**config.mk**
```make
export PLATFORM = sky130hd
export DESIGN_NAME = tx_frame_serializer_flat
export DESIGN_NICKNAME = d
export VERILOG_FILES = /design/src/rtl/tx_frame_serializer_if.sv /design/src/rtl/tx_frame_serializer.sv /design/src/flat_wrapper.sv
export SDC_FILE = /design/constraint.sdc
export NUM_CORES = 1
export LEC_CHECK = 0
export BUFFER_PORTS_ARGS = -buffer_cell sky130_fd_sc_hd__buf_2
export CORE_MARGIN = 2
export CORE_UTILIZATION = 55
export DETAILED_ROUTE_END_ITERATION = 12
export PLACE_DENSITY = 0.78
export SLEW_MARGIN = 40
export SYNTH_ARGS = -nofsm -noshare
export SYNTH_HDL_FRONTEND = slang
export SYNTH_SLANG_ARGS = --single-unit
```
**constraint.sdc**
```tcl
create_clock -name clk -period 2.6 [get_ports clk]
set_input_delay 0.52 -clock clk [delete_from_list [all_inputs] [get_ports clk]]
set_output_delay 0.52 -clock clk [all_outputs]
set_load 0.005 [all_outputs]
```
**src/rtl/tx_frame_serializer_if.sv**
```systemverilog
// Bundle of the request side and UART byte side of tx_frame_serializer.
//
// Handshake rules:
// - Request side: a rising edge on frame_req asks for one frame.
//   - frame_ack pulses for one cycle when frame_data has been captured.
//   - frame_drop pulses instead when a frame is already in flight.
//   - frame_data must be stable in the cycle the edge is sampled.
// - UART side: byte_en is a one-cycle strobe that the UART uses to latch
//   byte_data. tx_busy high means the UART is transmitting.
//   - A new strobe is only issued after tx_busy has been seen rising for
//     the previous byte and then falling again.
interface tx_frame_serializer_if #(
  parameter int unsigned PAYLOAD_BYTES = 8
);
  logic                         frame_req;
  logic [8*PAYLOAD_BYTES-1:0]   frame_data;
  logic                         tx_busy;
  logic [7:0]                   byte_data;
  logic                         byte_en;
  logic                         frame_busy;
  logic                         frame_ack;
  logic                         frame_done;
  logic                         frame_drop;
  logic                         timeout_err;

  // Control logic plus UART: drives requests and the busy flag
  modport master (
    output frame_req, frame_data, tx_busy,
    input  byte_data, byte_en, frame_busy, frame_ack, frame_done,
           frame_drop, timeout_err
  );

  // Serializer side
  modport slave (
    input  frame_req, frame_data, tx_busy,
    output byte_data, byte_en, frame_busy, frame_ack, frame_done,
           frame_drop, timeout_err
  );
endinterface

```
**src/rtl/tx_frame_serializer.sv**
```systemverilog
// Command-frame serializer.
// A request edge captures a payload word. The block then emits
// START_BYTE, the payload bytes (MSB byte first), an optional XOR
// checksum and STOP_BYTE. Each byte is strobed to the UART and paced by
// the UART busy flag, and each byte handshake has an optional timeout.
module tx_frame_serializer #(
  parameter int unsigned PAYLOAD_BYTES = 8,
  parameter logic [7:0]  START_BYTE    = 8'hC0,
  parameter logic [7:0]  STOP_BYTE     = 8'hCF,
  parameter bit          CSUM_EN       = 1'b1,
  parameter logic [15:0] TIMEOUT_CYC   = 16'd50000
) (
  input  logic                  clk,
  input  logic                  rst_n,
  tx_frame_serializer_if.slave  bus,
  output logic [1:0]            state_o
);

  localparam int unsigned FRAME_LEN = PAYLOAD_BYTES + (CSUM_EN ? 3 : 2);
  localparam int unsigned IDX_W     = $clog2(FRAME_LEN);
  localparam logic [IDX_W-1:0] LAST_IDX = IDX_W'(FRAME_LEN - 1);
  localparam logic [IDX_W-1:0] PAY_IDX  = IDX_W'(PAYLOAD_BYTES);

  typedef enum logic [1:0] {
    S_IDLE    = 2'd0,
    S_ISSUE   = 2'd1,
    S_WAIT_HI = 2'd2,
    S_WAIT_LO = 2'd3
  } state_t;

  state_t                       state_q;
  logic                         req_d1_q;
  logic [8*PAYLOAD_BYTES-1:0]   shift_q;
  logic [7:0]                   csum_q;
  logic [IDX_W-1:0]             idx_q;
  logic [15:0]                  tmo_q;
  logic [7:0]                   byte_data_q;
  logic                         byte_en_q;
  logic                         busy_q;
  logic                         ack_q;
  logic                         done_q;
  logic                         drop_q;
  logic                         tmo_err_q;

  logic                         req_edge;
  logic                         tmo_hit;
  logic                         is_payload;
  logic [7:0]                   issue_byte_d;

  assign req_edge   = bus.frame_req & ~req_d1_q;
  // The counter is loaded with TIMEOUT_CYC at the strobe and decremented
  // once per wait cycle. Seeing 1 therefore marks the TIMEOUT_CYC-th wait
  // cycle after the strobe.
  assign tmo_hit    = (TIMEOUT_CYC != 16'd0) && (tmo_q == 16'd1);
  assign is_payload = (idx_q != '0) && (idx_q <= PAY_IDX);

  // Select the byte for the current frame position
  always_comb begin
    issue_byte_d = STOP_BYTE;
    if (idx_q == '0) begin
      issue_byte_d = START_BYTE;
    end else if (is_payload) begin
      issue_byte_d = shift_q[8*PAYLOAD_BYTES-1 -: 8];
    end else if (CSUM_EN && (idx_q != LAST_IDX)) begin
      issue_byte_d = csum_q;
    end
  end

  // Frame sequencer with registered outputs; pulses default low each cycle
  always_ff @(posedge clk or negedge rst_n) begin
    if (!rst_n) begin
      state_q     <= S_IDLE;
      req_d1_q    <= 1'b0;
      shift_q     <= '0;
      csum_q      <= 8'h00;
      idx_q       <= '0;
      tmo_q       <= 16'd0;
      byte_data_q <= 8'h00;
      byte_en_q   <= 1'b0;
      busy_q      <= 1'b0;
      ack_q       <= 1'b0;
      done_q      <= 1'b0;
      drop_q      <= 1'b0;
      tmo_err_q   <= 1'b0;
    end else begin
      req_d1_q  <= bus.frame_req;
      byte_en_q <= 1'b0;
      ack_q     <= 1'b0;
      done_q    <= 1'b0;
      tmo_err_q <= 1'b0;
      // Edges arriving while a frame is in flight are reported, not queued
      drop_q    <= req_edge && busy_q;

      case (state_q)
        S_IDLE: begin
          if (req_edge) begin
            shift_q <= bus.frame_data;
            csum_q  <= 8'h00;
            idx_q   <= '0;
            busy_q  <= 1'b1;
            ack_q   <= 1'b1;
            state_q <= S_ISSUE;
          end
        end

        S_ISSUE: begin
          if (!bus.tx_busy) begin
            byte_data_q <= issue_byte_d;
            byte_en_q   <= 1'b1;
            tmo_q       <= TIMEOUT_CYC;
            if (is_payload) begin
              shift_q <= shift_q << 8;
              csum_q  <= csum_q ^ issue_byte_d;
            end
            state_q <= S_WAIT_HI;
          end
        end

        S_WAIT_HI: begin
          if (tmo_hit) begin
            tmo_err_q   <= 1'b1;
            busy_q      <= 1'b0;
            byte_data_q <= 8'h00;
            tmo_q       <= 16'd0;
            state_q     <= S_IDLE;
          end else begin
            if (tmo_q != 16'd0) tmo_q <= tmo_q - 16'd1;
            if (bus.tx_busy) state_q <= S_WAIT_LO;
          end
        end

        S_WAIT_LO: begin
          if (tmo_hit) begin
            tmo_err_q   <= 1'b1;
            busy_q      <= 1'b0;
            byte_data_q <= 8'h00;
            tmo_q       <= 16'd0;
            state_q     <= S_IDLE;
          end else begin
            if (tmo_q != 16'd0) tmo_q <= tmo_q - 16'd1;
            if (!bus.tx_busy) begin
              if (idx_q == LAST_IDX) begin
                done_q      <= 1'b1;
                busy_q      <= 1'b0;
                byte_data_q <= 8'h00;
                tmo_q       <= 16'd0;
                state_q     <= S_IDLE;
              end else begin
                idx_q   <= idx_q + 1'b1;
                state_q <= S_ISSUE;
              end
            end
          end
        end

        default: state_q <= S_IDLE;
      endcase
    end
  end

  assign bus.byte_data   = byte_data_q;
  assign bus.byte_en     = byte_en_q;
  assign bus.frame_busy  = busy_q;
  assign bus.frame_ack   = ack_q;
  assign bus.frame_done  = done_q;
  assign bus.frame_drop  = drop_q;
  assign bus.timeout_err = tmo_err_q;
  assign state_o         = state_q;

endmodule

```
**src/flat_wrapper.sv**
```systemverilog
// flat-port wrapper written by rule: the top's interface ports become plain ports
module tx_frame_serializer_flat 
#(
  parameter int unsigned PAYLOAD_BYTES = 8,
  parameter logic [7:0]  START_BYTE    = 8'hC0,
  parameter logic [7:0]  STOP_BYTE     = 8'hCF,
  parameter bit          CSUM_EN       = 1'b1,
  parameter logic [15:0] TIMEOUT_CYC   = 16'd50000
)
  (clk, rst_n, state_o, bus_frame_req, bus_frame_data, bus_tx_busy, bus_byte_data, bus_byte_en, bus_frame_busy, bus_frame_ack, bus_frame_done, bus_frame_drop, bus_timeout_err);
  tx_frame_serializer_if #(.PAYLOAD_BYTES(PAYLOAD_BYTES)) bus_i ();
  input  logic clk;
  input  logic rst_n;
  output logic [1:0] state_o;
  input wire logic [$bits(bus_i.frame_req)-1:0] bus_frame_req;
  input wire logic [$bits(bus_i.frame_data)-1:0] bus_frame_data;
  input wire logic [$bits(bus_i.tx_busy)-1:0] bus_tx_busy;
  output wire logic [$bits(bus_i.byte_data)-1:0] bus_byte_data;
  output wire logic [$bits(bus_i.byte_en)-1:0] bus_byte_en;
  output wire logic [$bits(bus_i.frame_busy)-1:0] bus_frame_busy;
  output wire logic [$bits(bus_i.frame_ack)-1:0] bus_frame_ack;
  output wire logic [$bits(bus_i.frame_done)-1:0] bus_frame_done;
  output wire logic [$bits(bus_i.frame_drop)-1:0] bus_frame_drop;
  output wire logic [$bits(bus_i.timeout_err)-1:0] bus_timeout_err;
  assign bus_i.frame_req = bus_frame_req;
  assign bus_i.frame_data = bus_frame_data;
  assign bus_i.tx_busy = bus_tx_busy;
  assign bus_byte_data = bus_i.byte_data;
  assign bus_byte_en = bus_i.byte_en;
  assign bus_frame_busy = bus_i.frame_busy;
  assign bus_frame_ack = bus_i.frame_ack;
  assign bus_frame_done = bus_i.frame_done;
  assign bus_frame_drop = bus_i.frame_drop;
  assign bus_timeout_err = bus_i.timeout_err;
  tx_frame_serializer #(.PAYLOAD_BYTES(PAYLOAD_BYTES), .START_BYTE(START_BYTE), .STOP_BYTE(STOP_BYTE), .CSUM_EN(CSUM_EN), .TIMEOUT_CYC(TIMEOUT_CYC)) u_core (.clk(clk), .rst_n(rst_n), .bus(bus_i), .state_o(state_o));
endmodule
```
==> results of run 1 <==
worst max-delay path, stage by stage, from the launching register on:
cell and delay (ps):
dfrtp_1 420, inv_1 80, ha_1 300, and2b_1 230
xnor2_1 160, o22ai_4 380, buf_4 380, o21ai_0 140
a21oi_1 140
sequential cells by signal (all words and copies together) (netlist names):
signal	flops
u_core.bus.frame_ack	1
u_core.bus.frame_busy	1
u_core.bus.timeout_err	1
u_core.bus.byte_en	1
u_core.tmo_q	16
u_core.req_d1_q	1
u_core.state_o	2
u_core.bus.byte_data	8
u_core.idx_q	4
u_core.csum_q	8
u_core.bus.frame_done	1
u_core.shift_q	64
u_core.bus.frame_drop	1
cell usage in the layout, fill, tap and decap left out, types with 5 or more instances in the layout:
cell       netlist  final
o21ai_0         60     60
nand2_1         64     64
buf_12           0      5
buf_4            2      9
ha_1             6      6
o2bb2ai_1        8      8
nand3_1          6      6
a21oi_1         22     22
a211o_1          6      6
clkbuf_8         0      9
nand3b_1         5      5
or3_1           11     11
inv_1            6      6
o21ai_1         18     18
mux2i_1         57     57
buf_2           16     82
nor2_1          31     30
a22o_1          10     10
dfrtp_1        109    109
xnor2_1          9      9
nor3_1           7      7
per-stage QoR:
step	util	instance area, sq um	power [uW]
6_report	0.6429	6197	6521
5_1_grt	0.6429	6197	7009
4_1_cts	0.6429	6197	6578
3_5_place_dp	0.6225	6001	5513
3_3_place_gp	0.6225	6001	5360
2_1_floorplan	-	5400	4705
area by class of cell:
cell class	instances	area, sq um
fill	807	3442
sequential	109	2728
multi-input combinational	379	2492
timing repair buffer	96	578.1
tap	133	166.4
clock buffer	10	127.6
clock inverter	6	68.82
inverter	9	36.28
kinds of logic (layout without fill, tap and decap cells):
family | Yosys count | in the layout
AOI/OAI and AO/OA | 149 | 149
and+or+nand+nor | 158 | 158
adders and majority gates | 6 | 6
muxes | 57 | 57
DFF | 109 | 109
buffers and inverters | 38 | 121
xor gates and xnor gates | 9 | 9
path summary, 6_finish.rpt:
kind,cells after the start,start,end,slack [ps]
worst max-delay path,8,u_core.idx_q[0],u_core.csum_q[2],280
worst min-delay path,1,rst_n,u_core.idx_q[2],90
worst max register to register,8,u_core.idx_q[0],u_core.csum_q[2],280
worst min register to register,2,u_core.shift_q[40],u_core.shift_q[40],490
max in group asynchronous,2,rst_n,u_core.tmo_q[12],1780
min in group clk,1,bus_frame_req,u_core.req_d1_q,260
power by group through the flow:
| stage | registers (uW) | logic [uW] | clock network (uW) |
|---|---|---|---|
| floorplan | 2700 | 2010 | 0 |
| global placement | 2800 | 2570 | 0 |
| detailed placement | 2830 | 2680 | 0 |
| CTS | 2800 | 2690 | 1090 |
| global route | 2880 | 2990 | 1150 |
| finish | 2810 | 2660 | 1050 |
layer usage:
metal  global-route usage  up-vias
met4              0.07591        0
met3              0.06576       13
li1                     -     2057
met5                    0        -
met1               0.3051     1962
met2               0.3736       97
==> results.md, run 1 <==
* Run status: finished clean
* Placer Congestion at approximately 0.87
* CP Class: flop to flop
* Grt total ovfl at 0
* Cells after synthesis at between 500 and 600
* Setup TNS at 0 ps
* Clk buf depth at 2
* CTS Sinks at 109
* DR WL met3 at ~530 um
* Worst Tran Pin Value at between 600 and 700 ps
* H-tree Lvls at 3
* Number of vias per cell at approximately 5.6
* Ant diodes at 0
* Final WS setup at between 200 and 300 ps
* Wire per inst at around 16 um
* Port bufs at 83
* Syn-to-layout area delta at 14.76%
* Clock Skews at 17.35 ps
* Top cells by count, synth: dfrtp_1 (109), nand2_1 (64), o21ai_0 (60)
* Highest Signal Layer: met4
* Pre-CTS setup slack at approximately 300 ps
* Max-slew violations at 0
* Max rail drop VDD at about 560 uV
* Synth Area in XOR/XNOR at 0.01460
* Most common cell in the netlist: dfrtp_1
* Drt first pass iters at 4
* Critical Path Sink Type: flop
* Final hold viol count at 0
* Register area share after synthesis at 0.5051
* RSZ-0062 raised after global routing: no
* Clock power frac at 0.162
* Post-Synth Adder-Cell Area at 0.01390
* Min Tclk post-route at ~2300 ps
* Total die area at ~0.011 sq mm
* Vias in the first global route at 3967
* Sequential share of power at 0.430
* Hold WS at between 90 and 100 ps
* Psw at about 2600 uW
* Hpwl dp at around 8400 um
* Startpoint Class: flop
* Hold buffers post-CTS at 0
* Post-Syn Area at approximately 0.0054 sq mm
* Net Count, Synth at 600
* Core area at 0.009639 sq mm
* Logic pwr share at 0.408
* Final std cells w/o fill at between 700 and 800
* Synth cell types at 63
* CTS clk-pin slew, worst paths at 110 ps
* Max Cap Viol at 0
* HP Class: input pin to async pin
* Initial Utilization at 0.5602
* Mux cell area share after synthesis at 0.1057
* Die Span Y at 103.1 um
* Arrival time worst endpoint at 2630 ps
* Yosys warning total at 0
* Number of synthesized flops with an enable pin at 0
* CTS root buffer: clkbuf_8
* Setup violators final at 0
* Synth Flop Type: dfrtp_1
* Met2 routed WL at 6025 um
* Via count at 4129
* WL final at between 10000 and 15000 um
* Share of flip-flops with an asynchronous set or reset at 1.000
* Post-route clock period utilization at 0.8907
* Pwr/cell area at between 1000 and 1500 mW/mm^2
* Initial drt markers at 168
* Die width at 103.1 um
* Post-CTS resize count at 0
* Met1 wire length at roughly 5200 um
* Synth area leader: dfrtp_1
* Post-Synth Simple-Gate Area at 0.1518
* Gr usage total at 0.2321
* Fmax at 0.4318 GHz
* Largest family of logic cells by synthesized area: compound AO/OA/AOI/OAI gates
* Cell Rows at 36
* Yosys top cell area share at 0.5051
* Io pins at 84
* Syn Area/Cell at 10.27 sq um
* Crit Path Max Fanout at 34
* Slew headroom at 0.5550
* Synth Register Bits at approximately 110
* Antenna Nets Post-Route at 0
* Synth area leaders: dfrtp_1 (51%), mux2i_1 (11%), o21ai_0 (5.6%), nand2_1 (4.4%), nor2_1 (2.2%)
* CTS Buf Count at 9
* Share of layout cells above drive strength 1 at 0.2167
* First-pass GRT wire length at between 15000 and 20000 um
* Compound-Gate Fraction of Synth Area at 0.1742
* TritonCTS clock tree: built
* Setup repair bufs after CTS at 0
* Clock Latency Late Sink at approximately 400 ps
* Sw Share at 0.3921
* Initial antenna violation count at 0
* Nets@finish at 678
* WP data required at roughly 2900 ps
* Pint at around 4000 uW
* Pin count of the biggest net entering global routing at 76
* Drt drc at 0
* Inst Count DP at just over 700
* Leak Pwr at approximately 0.0028 uW
Note: power is estimated with default switching activity, not from simulation.
==> inputs of run 2 (changes only) <==
Settings changed: CELL_PAD_IN_SITES_DETAIL_PLACEMENT set to 1, CELL_PAD_IN_SITES_GLOBAL_PLACEMENT set to 2, CORE_UTILIZATION 55 to 36, PLACE_DENSITY 0.78 to not set, PLACE_DENSITY_LB_ADDON set to 0.1.
==> run 2 against run 1 <==
Effect of this change:
- utilization down 20 points
- non-clock buffer count decreased by 1
- final cell count is 6.7% higher
- via count fell by 0.17%
- maximum frequency increased by 3.8%
- clock skew down 7.3 ps
- combinational power is 3% higher
- worst hold slack better by 21 ps
- critical path depth is 1 lower
- global-route usage decreased by 5.6 points
- total power is 8.2% higher
- first-iteration DRC count rose by 8.3%
- critical endpoint is now u_core.tmo_q[8]
- largest cell class unchanged
==> results.md, run 2 (synthesized netlist as in run 1, its figures left out) <==
* Inst Count DP at just under 800
* Hold buffers post-CTS at 0
* Max Cap Viol at 0
* Max-slew violations at 0
* CP Class: flop to flop
* Post-CTS resize count at 0
* Cell Rows at 44
* Highest Signal Layer: met4
* RSZ-0062 raised after global routing: no
* Via count at just over 4k
* Met2 routed WL at approximately 6400 um
* Min Tclk post-route at roughly 2200 ps
* Io pins at 84
* CTS Buf Count at 9
* Slew headroom at 0.5259
* Share of layout cells above drive strength 1 at 0.2171
* Worst Tran Pin Value at ~710 ps
* Largest regs: u_core.shift_q x64, u_core.tmo_q x16
* Setup violators final at 0
* Wire per inst at approximately 17 um
* Die Span Y at 126.5 um
* Port bufs at 83
* Ant diodes at 0
* Run status: finished clean
* Met1 wire length at about 6500 um
* FILL cells at roughly 1.7k
* Drt drc at 0
* Setup TNS at 0 ps
* Clk buf depth at 2
* Vias in the first global route at around 4.3k
* Multi-input logic area at roughly 0.0025 sq mm
* FF/Latch Area at 0.002728 sq mm
* Initial antenna violation count at 0
* Commonest non-fill, non-tap cell in the layout: dfrtp_1
* Critical-path cell list: inv_1 > ha_1 > or4b_4 > o31ai_2 > nor3_1 > nor4b_1 > a211o_1
* Pre-CTS setup slack at slightly below 300 ps
* Pwr/cell area at roughly 1100 mW/mm^2
* Clock Latency Late Sink at around 350 ps
* Pin count of the biggest net entering global routing at 65
* Max reg flops at 64
* Syn-to-layout area delta at 18.56%
* Most frequent cells in the layout: dfrtp_1 (109), buf_2 (82), nand2_1 (64)
* Die width at ~130 um
* Initial drt markers at about 180
* Final Cell Area at roughly 0.0064 sq mm
* H-tree Lvls at 3
* Fmax at 0.4480 GHz
* Hpwl dp at between 9000 and 10000 um
* Post-DP Area at between 0.006 and 0.007 sq mm
* Clock Skews at about 10 ps
* Post-route clock period utilization at 0.8585
* Gr usage total at 0.1757
* Setup repair bufs after CTS at 0
* Core area at between 0.01 and 0.015 sq mm
* CTS clk-pin slew, worst paths at approximately 70 ps
* Final std cells w/o fill at around 790
* Design Power at a little over 7000 uW
* Arrival time worst endpoint at between 2000 and 2500 ps
* Critical Path Sink Type: flop
* Crit Path Max Fanout at 5
* WP data required at between 2000 and 3000 ps
* Initial Utilization at 0.3702
* DR WL met3 at about 380 um
* CP max-delay cell: or4b_4
* Startpoint Class: flop
* Placer Congestion at around 0.8
* Number of vias per cell at around 5.2
* Total die area at roughly 0.016 sq mm
* CTS root buffer: clkbuf_16
* Final WS setup at ~370 ps
* WL final at about 13000 um
* Critical path's largest stage delay at between 500 and 600 ps
* Register bank with the most flops: u_core.shift_q
* Drt first pass iters at 4
* Leak Pwr at 0.002871 uW
* HP Class: input pin to async pin
* Nets@finish at roughly 680
* Antenna Nets Post-Route at 0
* Final hold viol count at 0
* Grt total ovfl at 0
* First-pass GRT wire length at approximately 23000 um
* TritonCTS clock tree: built
* CTS Sinks at between 100 and 150
* Max rail drop VDD at between 500 and 600 uV
-- run 2: worst max-delay path, delay by kind of cell (launching register included) --
family                     cells  cell delay (ps)
and+or+nand+nor                3              780
AOI/OAI and AO/OA              2              610
DFF                            1              440
adders and majority gates      1              170
buffers and inverters          1              110
-- run 2: routing by layer --
| metal | vias up | global-route usage |
|---|---|---|
| met5 | - | 0 |
| met4 | 0 | 0.05559 |
| met3 | 12 | 0.02657 |
| met2 | 54 | 0.2771 |
| met1 | 2007 | 0.2497 |
| li1 | 2049 | - |
-- run 2: worst paths after layout --
kind                                       to  slack, ps  depth (start not counted)                from
max                           u_core.tmo_q[8]        370                          7     u_core.tmo_q[0]
min                          u_core.csum_q[5]        110                          1               rst_n
max reg2reg                   u_core.tmo_q[8]        370                          7     u_core.tmo_q[0]
min reg2reg                u_core.shift_q[14]        480                          2  u_core.shift_q[14]
max in group asynchronous  u_core.shift_q[19]       1810                          2               rst_n
min in group clk              u_core.req_d1_q        300                          1       bus_frame_req
-- run 2: layout make-up --
type,instances,area share
Clock buffer,10,0.03733
Clock inverter,6,0.01466
Inverter,9,0.005667
Multi-Input combinational cell,379,0.3893
Sequential cell,109,0.4260
Tap cell,184,0.03596
Timing Repair Buffer,95,0.09107
-- run 2: report_power, final --
group          switching [uW]  internal (uW)
sequential                458           2330
clock                     655            880
combinational            1540           1190
-- run 2: through the flow --
stage | utilization | hold WS (ps)
floorplan | - | 224.4
global placement | 0.4160 | 462.9
detailed placement | 0.4160 | 468.3
CTS | 0.4389 | 118.1
global route | 0.4389 | 137.0
finish | 0.4389 | 114.0
